==> config.mk <==
export PLATFORM = sky130hd
export DESIGN_NAME = axi4_lite_manager_flat
export DESIGN_NICKNAME = d
export VERILOG_FILES = /design/src/rtl/axi4_lite_manager_pkg.sv /design/src/rtl/axi4_lite_manager_if.sv /design/src/rtl/axi4_lite_manager_timeout_counter.sv /design/src/rtl/axi4_lite_manager.sv /design/src/flat_wrapper.sv
export SDC_FILE = /design/constraint.sdc
export NUM_CORES = 1
export LEC_CHECK = 0
export BUFFER_PORTS_ARGS = -buffer_cell sky130_fd_sc_hd__buf_2
export CORE_MARGIN = 10
export CORE_UTILIZATION = 35
export CTS_CLUSTER_SIZE = 40
export DETAILED_ROUTE_END_ITERATION = 6
export GPL_ROUTABILITY_DRIVEN = 0
export HOLD_SLACK_MARGIN = 0.06
export PLACE_DENSITY_LB_ADDON = 0.25
export SKIP_CTS_REPAIR_TIMING = 1
export SYNTH_ARGS = -nofsm -noshare
export SYNTH_HDL_FRONTEND = slang
export SYNTH_SLANG_ARGS = --single-unit
==> constraint.sdc <==
create_clock -name clk -period 3.2 [get_ports clk]
set_input_delay 0.8 -clock clk [delete_from_list [all_inputs] [get_ports clk]]
set_output_delay 0.8 -clock clk [all_outputs]
set_load 0.1 [all_outputs]
==> src/rtl/axi4_lite_manager_pkg.sv <==
// Shared types and constants for the AXI4-Lite manager bridge: word format,
// default timeout, FSM encoding and AXI response codes.
package axi4_lite_manager_pkg;

  localparam int XLEN = 32;
  typedef logic [XLEN-1:0] word_t;

  localparam int DEFAULT_AXI_TIMEOUT = 256;

  typedef enum logic [2:0] {
    ST_IDLE       = 3'd0,
    ST_READ_ADDR  = 3'd1,
    ST_READ_DATA  = 3'd2,
    ST_WRITE      = 3'd3,
    ST_WRITE_RESP = 3'd4
  } state_e;

  typedef enum logic [1:0] {
    RESP_OKAY   = 2'b00,
    RESP_EXOKAY = 2'b01,
    RESP_SLVERR = 2'b10,
    RESP_DECERR = 2'b11
  } resp_e;

  // Anything other than a plain OKAY is reported to the requester as a fault.
  function automatic logic resp_is_error(input logic [1:0] resp);
    return resp != RESP_OKAY;
  endfunction

endpackage

==> src/rtl/axi4_lite_manager_if.sv <==
// AXI4-Lite bus bundle (AW, W, B, AR, R) with manager and subordinate views.
interface axi4_lite #(
  parameter int ADDR_WIDTH = 32,
  parameter int WIDTH      = 32
);
  import axi4_lite_manager_pkg::*;

  logic                  awvalid;
  logic                  awready;
  logic [ADDR_WIDTH-1:0] awaddr;
  logic [2:0]            awprot;

  logic                  wvalid;
  logic                  wready;
  logic [WIDTH-1:0]      wdata;
  logic [WIDTH/8-1:0]    wstrb;

  logic                  bvalid;
  logic                  bready;
  logic [1:0]            bresp;

  logic                  arvalid;
  logic                  arready;
  logic [ADDR_WIDTH-1:0] araddr;
  logic [2:0]            arprot;

  logic                  rvalid;
  logic                  rready;
  logic [WIDTH-1:0]      rdata;
  logic [1:0]            rresp;

  modport manager (
    output awvalid, awaddr, awprot, wvalid, wdata, wstrb, bready,
    output arvalid, araddr, arprot, rready,
    input  awready, wready, bvalid, bresp, arready, rvalid, rdata, rresp
  );

  modport subordinate (
    input  awvalid, awaddr, awprot, wvalid, wdata, wstrb, bready,
    input  arvalid, araddr, arprot, rready,
    output awready, wready, bvalid, bresp, arready, rvalid, rdata, rresp
  );

endinterface

==> src/rtl/axi4_lite_manager_timeout_counter.sv <==
// Counts busy cycles of one transaction and flags when the limit is reached.
module axi4_lite_timeout_counter
  import axi4_lite_manager_pkg::*;
#(
  parameter int TIMEOUT = DEFAULT_AXI_TIMEOUT
) (
  input  logic clk,
  input  logic rst,
  input  logic clear,
  input  logic enable,
  output logic expired
);

  localparam int CW = $clog2(TIMEOUT + 1);

  logic [CW-1:0] count_r;

  // Saturates at the limit so a stale count never wraps back into range.
  always_ff @(posedge clk) begin
    if (rst) begin
      count_r <= '0;
    end else if (clear) begin
      count_r <= '0;
    end else if (enable && !expired) begin
      count_r <= count_r + CW'(1);
    end else begin
      count_r <= count_r;
    end
  end

  assign expired = (count_r == CW'(TIMEOUT));

endmodule

==> src/rtl/axi4_lite_manager.sv <==
// Bridges a held-enable load/store request port onto a single-outstanding
// AXI4-Lite manager port, with error/timeout reporting.
module axi4_lite_manager
  import axi4_lite_manager_pkg::*;
#(
  parameter int ADDR_WIDTH = 32,
  parameter int TIMEOUT    = DEFAULT_AXI_TIMEOUT
) (
  input  logic                  clk,
  input  logic                  rst,
  input  logic                  rd_en,
  input  logic                  wr_en,
  input  logic [ADDR_WIDTH-1:0] addr,
  input  word_t                 wr_data,
  input  logic [XLEN/8-1:0]     wr_strobe,
  output word_t                 rd_data,
  output logic                  access_fault,
  output logic                  busy,
  axi4_lite.manager             axi_m
);

  state_e                state_r;
  state_e                state_next_s;
  logic [ADDR_WIDTH-1:0] addr_r;
  word_t                 wdata_r;
  logic [XLEN/8-1:0]     wstrb_r;
  word_t                 rd_data_r;
  logic                  aw_done_r;
  logic                  w_done_r;

  logic                  in_flight_s;
  logic                  live_s;
  logic                  expired_s;
  logic                  start_s;
  logic                  ar_hs_s;
  logic                  r_hs_s;
  logic                  aw_hs_s;
  logic                  w_hs_s;
  logic                  b_hs_s;

  axi4_lite_timeout_counter #(
    .TIMEOUT (TIMEOUT)
  ) u_timeout (
    .clk     (clk),
    .rst     (rst),
    .clear   (start_s),
    .enable  (in_flight_s),
    .expired (expired_s)
  );

  // Channel drives and requester status; an expired transaction drops every valid/ready at once.
  always_comb begin
    in_flight_s   = !rst && (state_r != ST_IDLE);
    live_s        = in_flight_s && !expired_s;

    axi_m.arvalid = live_s && (state_r == ST_READ_ADDR);
    axi_m.araddr  = addr_r;
    axi_m.arprot  = 3'b000;
    axi_m.rready  = live_s && (state_r == ST_READ_DATA);
    axi_m.awvalid = live_s && (state_r == ST_WRITE) && !aw_done_r;
    axi_m.awaddr  = addr_r;
    axi_m.awprot  = 3'b000;
    axi_m.wvalid  = live_s && (state_r == ST_WRITE) && !w_done_r;
    axi_m.wdata   = wdata_r;
    axi_m.wstrb   = wstrb_r;
    axi_m.bready  = live_s && (state_r == ST_WRITE_RESP);

    ar_hs_s       = axi_m.arvalid && axi_m.arready;
    r_hs_s        = axi_m.rvalid  && axi_m.rready;
    aw_hs_s       = axi_m.awvalid && axi_m.awready;
    w_hs_s        = axi_m.wvalid  && axi_m.wready;
    b_hs_s        = axi_m.bvalid  && axi_m.bready;

    start_s       = !rst && (state_r == ST_IDLE) && (rd_en || wr_en);
    busy          = live_s && !r_hs_s && !b_hs_s;
    access_fault  = (in_flight_s && expired_s)
                  || (r_hs_s && resp_is_error(axi_m.rresp))
                  || (b_hs_s && resp_is_error(axi_m.bresp));

    if (r_hs_s) begin
      rd_data = axi_m.rdata;
    end else if (rst) begin
      rd_data = '0;
    end else begin
      rd_data = rd_data_r;
    end
  end

  // Next-state selection; reads win over writes when both enables are up.
  always_comb begin
    state_next_s = state_r;
    case (state_r)
      ST_IDLE: begin
        if (rd_en) begin
          state_next_s = ST_READ_ADDR;
        end else if (wr_en) begin
          state_next_s = ST_WRITE;
        end else begin
          state_next_s = ST_IDLE;
        end
      end
      ST_READ_ADDR: begin
        if (expired_s) begin
          state_next_s = ST_IDLE;
        end else if (ar_hs_s) begin
          state_next_s = ST_READ_DATA;
        end else begin
          state_next_s = ST_READ_ADDR;
        end
      end
      ST_READ_DATA: begin
        if (expired_s || r_hs_s) begin
          state_next_s = ST_IDLE;
        end else begin
          state_next_s = ST_READ_DATA;
        end
      end
      ST_WRITE: begin
        if (expired_s) begin
          state_next_s = ST_IDLE;
        end else if ((aw_done_r || aw_hs_s) && (w_done_r || w_hs_s)) begin
          state_next_s = ST_WRITE_RESP;
        end else begin
          state_next_s = ST_WRITE;
        end
      end
      ST_WRITE_RESP: begin
        if (expired_s || b_hs_s) begin
          state_next_s = ST_IDLE;
        end else begin
          state_next_s = ST_WRITE_RESP;
        end
      end
      default: begin
        state_next_s = ST_IDLE;
      end
    endcase
  end

  // State register.
  always_ff @(posedge clk) begin
    if (rst) begin
      state_r <= ST_IDLE;
    end else begin
      state_r <= state_next_s;
    end
  end

  // Request capture: the bus is driven from these copies, not the live inputs.
  always_ff @(posedge clk) begin
    if (rst) begin
      addr_r  <= '0;
      wdata_r <= '0;
      wstrb_r <= '0;
    end else if (start_s) begin
      addr_r  <= addr;
      wdata_r <= wr_data;
      wstrb_r <= wr_strobe;
    end else begin
      addr_r  <= addr_r;
      wdata_r <= wdata_r;
      wstrb_r <= wstrb_r;
    end
  end

  // AW and W complete independently; each flag retires its own valid.
  always_ff @(posedge clk) begin
    if (rst || start_s) begin
      aw_done_r <= 1'b0;
      w_done_r  <= 1'b0;
    end else begin
      aw_done_r <= aw_done_r || aw_hs_s;
      w_done_r  <= w_done_r  || w_hs_s;
    end
  end

  // Last read data, held until the next read completes.
  always_ff @(posedge clk) begin
    if (rst) begin
      rd_data_r <= '0;
    end else if (r_hs_s) begin
      rd_data_r <= axi_m.rdata;
    end else begin
      rd_data_r <= rd_data_r;
    end
  end

endmodule

==> src/flat_wrapper.sv <==
// flat-port wrapper written by rule: the top's interface ports become plain ports
module axi4_lite_manager_flat import axi4_lite_manager_pkg::*;
#(
  parameter int ADDR_WIDTH = 32,
  parameter int TIMEOUT    = DEFAULT_AXI_TIMEOUT
)
  (clk, rst, rd_en, wr_en, addr, wr_data, wr_strobe, rd_data, access_fault, busy, axi_m_awvalid, axi_m_awaddr, axi_m_awprot, axi_m_wvalid, axi_m_wdata, axi_m_wstrb, axi_m_bready, axi_m_arvalid, axi_m_araddr, axi_m_arprot, axi_m_rready, axi_m_awready, axi_m_wready, axi_m_bvalid, axi_m_bresp, axi_m_arready, axi_m_rvalid, axi_m_rdata, axi_m_rresp);
  axi4_lite #(.ADDR_WIDTH(ADDR_WIDTH), .WIDTH(32)) axi_m_i ();
  input  logic clk;
  input  logic rst;
  input  logic rd_en;
  input  logic wr_en;
  input  logic [ADDR_WIDTH-1:0] addr;
  input  word_t wr_data;
  input  logic [XLEN/8-1:0] wr_strobe;
  output word_t rd_data;
  output logic access_fault;
  output logic busy;
  output wire logic [$bits(axi_m_i.awvalid)-1:0] axi_m_awvalid;
  output wire logic [$bits(axi_m_i.awaddr)-1:0] axi_m_awaddr;
  output wire logic [$bits(axi_m_i.awprot)-1:0] axi_m_awprot;
  output wire logic [$bits(axi_m_i.wvalid)-1:0] axi_m_wvalid;
  output wire logic [$bits(axi_m_i.wdata)-1:0] axi_m_wdata;
  output wire logic [$bits(axi_m_i.wstrb)-1:0] axi_m_wstrb;
  output wire logic [$bits(axi_m_i.bready)-1:0] axi_m_bready;
  output wire logic [$bits(axi_m_i.arvalid)-1:0] axi_m_arvalid;
  output wire logic [$bits(axi_m_i.araddr)-1:0] axi_m_araddr;
  output wire logic [$bits(axi_m_i.arprot)-1:0] axi_m_arprot;
  output wire logic [$bits(axi_m_i.rready)-1:0] axi_m_rready;
  input wire logic [$bits(axi_m_i.awready)-1:0] axi_m_awready;
  input wire logic [$bits(axi_m_i.wready)-1:0] axi_m_wready;
  input wire logic [$bits(axi_m_i.bvalid)-1:0] axi_m_bvalid;
  input wire logic [$bits(axi_m_i.bresp)-1:0] axi_m_bresp;
  input wire logic [$bits(axi_m_i.arready)-1:0] axi_m_arready;
  input wire logic [$bits(axi_m_i.rvalid)-1:0] axi_m_rvalid;
  input wire logic [$bits(axi_m_i.rdata)-1:0] axi_m_rdata;
  input wire logic [$bits(axi_m_i.rresp)-1:0] axi_m_rresp;
  assign axi_m_awvalid = axi_m_i.awvalid;
  assign axi_m_awaddr = axi_m_i.awaddr;
  assign axi_m_awprot = axi_m_i.awprot;
  assign axi_m_wvalid = axi_m_i.wvalid;
  assign axi_m_wdata = axi_m_i.wdata;
  assign axi_m_wstrb = axi_m_i.wstrb;
  assign axi_m_bready = axi_m_i.bready;
  assign axi_m_arvalid = axi_m_i.arvalid;
  assign axi_m_araddr = axi_m_i.araddr;
  assign axi_m_arprot = axi_m_i.arprot;
  assign axi_m_rready = axi_m_i.rready;
  assign axi_m_i.awready = axi_m_awready;
  assign axi_m_i.wready = axi_m_wready;
  assign axi_m_i.bvalid = axi_m_bvalid;
  assign axi_m_i.bresp = axi_m_bresp;
  assign axi_m_i.arready = axi_m_arready;
  assign axi_m_i.rvalid = axi_m_rvalid;
  assign axi_m_i.rdata = axi_m_rdata;
  assign axi_m_i.rresp = axi_m_rresp;
  axi4_lite_manager #(.ADDR_WIDTH(ADDR_WIDTH), .TIMEOUT(TIMEOUT)) u_core (.clk(clk), .rst(rst), .rd_en(rd_en), .wr_en(wr_en), .addr(addr), .wr_data(wr_data), .wr_strobe(wr_strobe), .rd_data(rd_data), .access_fault(access_fault), .busy(busy), .axi_m(axi_m_i));
endmodule
# --- After elaboration in Yosys (flattened, before gate mapping) ---
# Index checks and enable logic that the tools add are counted.
op_classes:
  muxes: 11
  n_reduce_logical: 40
  n_eq_ne: 5
  add_sub_neg: 1
op_table:
  columns: ["operator", "n"]
  rows:
  - ["two-way mux 32 bit", 2]
  - ["logical AND 1 bit", 21]
  - ["two-way mux 3 bit", 5]
  - ["case mux 3 bit (5 select lines)", 1]
  - ["adder 9 x 1 -> 9 bit, second input constant", 1]
  - ["equality test 9 bit, second input constant", 1]
  - ["logical OR 1 bit", 8]
  - ["equality test 3 x 2 -> 1 bit, second input constant", 2]
  - ["zero test 1 bit", 6]
  - ["two-way mux 2 bit", 3]
  - ["nonzero test 2 bit", 2]
  - ["equality test 3 x 1 -> 1 bit, second input constant", 1]
  - ["equality test 3 bit, second input constant", 1]
  - ["zero test 3 bit", 1]
  - ["nonzero test 3 bit", 1]
  - ["OR reduction 2 bit", 1]
word_totals:
  elab_cells: 65
  regBits: 114

# --- Logic depth before layout (Yosys ltp) ---
depth:
  depth_word: 11
  mapped_depth: 10
  mapped_depth_nobuf: 7

# --- By module ---
# A second synthesis with hierarchy kept.
unflattened:
  hier_cells: 639
  area_unflattened_um2: 5327.6
by_module_without_submodules:
  columns: ["module", "area_per_inst_um2", "cells_per_inst", "instances"]
  rows:
  - ["axi4_lite_manager", 4870.9, 586, 1]
  - ["axi4_lite_timeout_counter", 456.7, 53, 1]

# --- Least setup slack after synthesis ---
# No wires, ideal clock.
synth_timing:
  path_kind: "input to output"
  from: "input rst"
  to: "output busy"
  slack_ps: -1478
  t_arrival_ps: 3878
  cell_stages: 6
  cell_sequence: "clkbuf_1 nor2_1 nor4bb_4 buf_6 clkbuf_2 a311oi_1"
synth_between:
  elab_chain_cells: 8
  word_cells_on_any_way: 11
  classes_between: "reduce/logical (11)"
synth_lines:
  columns: ["element", "line_no", "rtl"]
  rows:
  - ["start, declared", "flat_wrapper.sv:10", "input logic rst;"]
  - ["zero test 1 bit (*)", "axi4_lite_manager.sv:53", "in_flight_s = !rst && (state_r != ST_IDLE);"]
  - ["logical AND 1 bit (*)", "axi4_lite_manager.sv:53", null]
  - ["logical AND 1 bit (*)", "axi4_lite_manager.sv:54", "live_s = in_flight_s && !expired_s;"]
  - ["logical AND 1 bit", "axi4_lite_manager.sv:59", "axi_m.rready = live_s && (state_r == ST_READ_DATA);"]
  - ["logical AND 1 bit", "axi4_lite_manager.sv:69", "r_hs_s = axi_m.rvalid && axi_m.rready;"]
  - ["zero test 1 bit", "axi4_lite_manager.sv:75", "busy = live_s && !r_hs_s && !b_hs_s;"]
  - ["logical AND 1 bit", "axi4_lite_manager.sv:75", null]
  - ["logical AND 1 bit (*)", "axi4_lite_manager.sv:75", null]
  - ["end, declared", "flat_wrapper.sv:18", "output logic busy;"]
# Mark *: on every way between the ends. The rest lies on a longest branch, timed or not.

# --- Worst setup path after layout ---
layout_timing:
  from: "register u_core.u_timeout.count_r[1]"
  to: "output rd_data[18]"
layout_between:
  elab_chain_cells: 6
layout_lines:
  columns: ["element", "line_no", "rtl"]
  rows:
  - ["start, declared", "axi4_lite_manager_timeout_counter.sv:16", "logic [CW-1:0] count_r;"]
  - ["start signal, assigned", "axi4_lite_manager_timeout_counter.sv:25", "count_r <= count_r + CW'(1);"]
  - ["start signal, assigned", "axi4_lite_manager_timeout_counter.sv:27", "count_r <= count_r;"]
  - ["equality test 9 bit", "axi4_lite_manager_timeout_counter.sv:31", "assign expired = (count_r == CW'(TIMEOUT));"]
  - ["zero test 1 bit", "axi4_lite_manager.sv:54", null]
  - ["logical AND 1 bit", "axi4_lite_manager.sv:54", null]
  - ["logical AND 1 bit", "axi4_lite_manager.sv:59", null]
  - ["logical AND 1 bit", "axi4_lite_manager.sv:69", null]
  - ["two-way mux 32 bit", "axi4_lite_manager.sv:80", "if (r_hs_s) begin"]
  - ["end, declared", "flat_wrapper.sv:16", "output word_t rd_data;"]
# No other way between the ends.

==> results.tsv <==
stage	metric	value	unit
floorplanning	core area	13300	sq um
clock_tree	deepest clock path buffer count	2	
critical_path	CP max-delay cell	dfxtp_2	
outcome	status	finished clean	
route	total vias in the final route	4721	
route	final wirelength	16.0	mm
route	Remaining DRCs	0	
timing	Final Max Slew Viols	0	
place	Post-DP HPWL	11.3	mm
timing	final worst path period need	3.19	ns
final_layout	Reg area	2290	sq um
grt	initial antenna violation count	0	
final_layout	P&R area growth vs syn	67.9	%
route	Wirelength per Cell	15.5	um
critical_path	Crit. path cell count	11	
final_layout	share of cells above drive strength 1	0.470	
critical_path	cell family with most CP delay	buffers and inverters	
synthesis	Syn Area/Cell	7.94	sq um
route	Routed Antenna Nets	0	
clock_tree	TritonCTS clock tree	done	
critical_path	Reg2Reg Setup Slack	1.19	ns
critical_path	Setup Crit Path Kind	flip-flop to output port	
power	maximum VDD drop	0.000416	V
critical_path	CP arrival	2.39	ns
grt	total track usage	0.148	
synthesis	flops & latches, synth	114	
timing	Relative slew margins	0.591	
critical_path	reg2reg path depth	8	
timing	period utilization	0.998	
critical_path	CP Capture Type	output port	
critical_path	Critical path origin	u_core.u_timeout.count_r[1]	
route	drt via density	4.57	
clock_tree	CTS H-tree lvls	4	
timing	Slew @ Worst Pin	0.614	ns
place	dpl ws	0.126	ns
floorplanning	starting density of the core	0.360	
timing	Hold Violations, Final	0	
floorplanning	die width	137	um
clock_tree	Root Driver	clkbuf_16	
synthesis	count of cell types in the netlist	40	
synthesis	Yosys warnings	0	
synthesis	area leader, netlist	dfxtp_1	
place	count of input and output buffers	251	
grt	vias in the first global route	4269	
floorplanning	# rows	42	
clock_tree	Worst-path clk slew	0.05	ns
timing	skew final	0.00571	ns
synthesis	prevailing post-synth register cell	dfxtp_1	
critical_path	critical path, cell by cell	inv_2 -> ha_4 -> nor4b_4 -> and2_4 -> nor4bb_4 -> buf_6 -> buf_12 -> buf_12 -> buf_4 -> o21ai_4 -> buf_12	
clock_tree	CTS buffer count	17	
critical_path	reg-to-reg startpoint	u_core.state_r[0]	
floorplanning	chip height	137	um
critical_path	Critical Path End	rd_data[18]	
final_layout	footprint of the multi-input gates	2540	sq um
critical_path	worst-path maximum fanout	8	
run	number of max-cap violations	0	
synthesis	top cell type's share of synthesized area	0.475	
critical_path	CP startpoint kind	flip-flop	
grt	first-pass GRT wire length	22.1	mm
critical_path	Crit path top cell by count	buf_12	
critical_path	max incr delay on CP	0.32	ns
timing	Final setup viols	0	
critical_path	Worst EP required	2.40	ns
timing	Max Fclk	0.313	GHz
grt	largest net degree at the start of global routing	70	
power	Cell Pwr Density	705	nW/um^2
final_layout	number of diodes	0	
synthesis	asr flop ratio synth	0	
route	Initial DRC Count	278	
clock_tree	Clk Latency, worst-skew pair	0.41	ns
power	P_leak	3.65	nW
synthesis	sequential-to-total area share from yosys stat	0.475	
critical_path	CP Buf/Inv Count	6	
route	TritonRoute pass-1 iters	4	
final_layout	Post-Route Utilization	0.604	
floorplanning	die area	18800	sq um
synthesis	top post-synthesis cells by area	dfxtp_1, nand2_1, a21oi_1, o21ai_0, buf_4	
synthesis	Post-synth EDFFs	0	
min_path	HP Class	flip-flop to flip-flop	
timing	TNS Setup	0	ns
grt	total gr overflow	0	
clock_tree	Sink Count	114	
final_layout	FILL cells	1159	
final_layout	Final nets	959	
timing	setup ws final	0.00767	ns
synthesis	Syn Inst Count	605	
floorplanning	Top Ports	258	
critical_path	R2R Path End	u_core.rd_data_r[31]	
synthesis	Synth Cell Area	4800	sq um
layout make-up:
| cell class | instances | share of cell area |
|---|---|---|
| tap | 176 | 0.0273 |
| clock inverter | 10 | 0.0254 |
| clock buffer | 21 | 0.0571 |
| inverter | 3 | 0.00140 |
| sequential | 114 | 0.284 |
| multi-input combinational | 416 | 0.315 |
| timing repair buffer | 292 | 0.291 |
where the power goes:
group          total, mW  internal [mW]  switching [mW]
Clock               2.14           1.49           0.646
Combinational       1.94          0.365            1.58
Sequential          1.60           1.54          0.0634
Total               5.69           3.40            2.29
synthesized netlist by cell type, drive strengths merged (2+ instances only):
cell type,instances
nand2,178
dfxtp,114
a21oi,70
o21ai,70
buf,52
nand2b,34
clkbuf,25
nor2,21
xor2,7
nand4,4
a211oi,3
inv,3
a31oi,2
and3,2
ha,2
nor3,2
nor4b,2
o31ai,2
cells in the final DEF (no fill, tap or decap), types with 2 or more instances in the layout:
master      Yosys  final
buf_2           9    215
nand2_1       174    155
dfxtp_1       114    110
a21oi_1        70     70
buf_12          2     48
nand2b_1       34     34
o21ai_4         0     33
o21ai_0        62     30
clkbuf_16       0     21
buf_4          38     21
nor2_1         21     18
nand2_2         4     18
xor2_1          7      7
o21ai_2         6      6
conb_1          1      6
bufinv_16       0      6
nand2_4         0      5
nand4_1         4      4
dfxtp_2         0      4
nor2_2          0      3
buf_6           2      3
inv_2           0      2
a31oi_1         2      2
a211oi_1        2      2
o31ai_1         2      2
and3_1          2      2
clkinvlp_4      0      2
clkbuf_1       19      2
clkbuf_8        0      2
clkinv_2        0      2
state kept, by name, indices dropped and copies added, names as in the netlist:
register	cells
u_core.aw_done_r	1
u_core.axi_m.araddr	32
u_core.axi_m.wdata	32
u_core.axi_m.wstrb	4
u_core.rd_data_r	32
u_core.state_r	3
u_core.u_timeout.count_r	9
u_core.w_done_r	1
per-layer routing:
layer | GRT usage | routed length [um] | up-vias
met3 | 0.0609 | 1440 | 19
li1 | - | - | 2419
met2 | 0.242 | 8040 | 158
met4 | 0.0632 | 253 | 0
met1 | 0.166 | 6270 | 2125
met5 | 0 | 0 | -
stage by stage:
stage | total power [mW] | area [sq um] | hold slack [ns] | std cells
6_report | 5.69 | 8060 | 0.448 | 1032
5_1_grt | 5.88 | 8060 | 0.464 | 1032
4_1_cts | 5.70 | 7620 | 0.450 | 1009
3_5_place_dp | 3.55 | 6960 | 0.443 | 978
3_3_place_gp | 3.54 | 6960 | 0.439 | 978
2_1_floorplan | 3.23 | 5220 | 0.471 | 610
worst reg2reg max path, cell delays in order (launching register included):
cell	delay, ns
dfxtp_1	0.36
or3b_4	0.44
nor4bb_4	0.30
buf_6	0.19
clkbuf_16	0.16
buf_12	0.12
buf_4	0.12
buf_4	0.11
o21ai_0	0.09
kinds of logic after synthesis:
family / share of synthesized area
buffers and inverters: 0.106
flip-flops: 0.475
other: 0.000781
adder cells (fa/ha/maj): 0.00521
XOR/XNOR: 0.0146
AND/OR/NAND/NOR: 0.231
AO/OA/AOI/OAI: 0.167
worst min-delay path by stage:
stage	from	end	slack, ns	cells after the start
after floorplan	u_core.u_timeout.count_r[8]	u_core.u_timeout.count_r[8]	0.47	2
after global placement	u_core.axi_m.wdata[16]	u_core.axi_m.wdata[16]	0.44	2
after detailed placement	u_core.axi_m.wdata[27]	u_core.axi_m.wdata[27]	0.44	2
after CTS	u_core.axi_m.wdata[3]	u_core.axi_m.wdata[3]	0.45	2
after global routing	u_core.axi_m.wdata[29]	u_core.axi_m.wdata[29]	0.46	2
final	u_core.axi_m.wdata[20]	u_core.axi_m.wdata[20]	0.45	2
(Power assumes the default switching activity.)
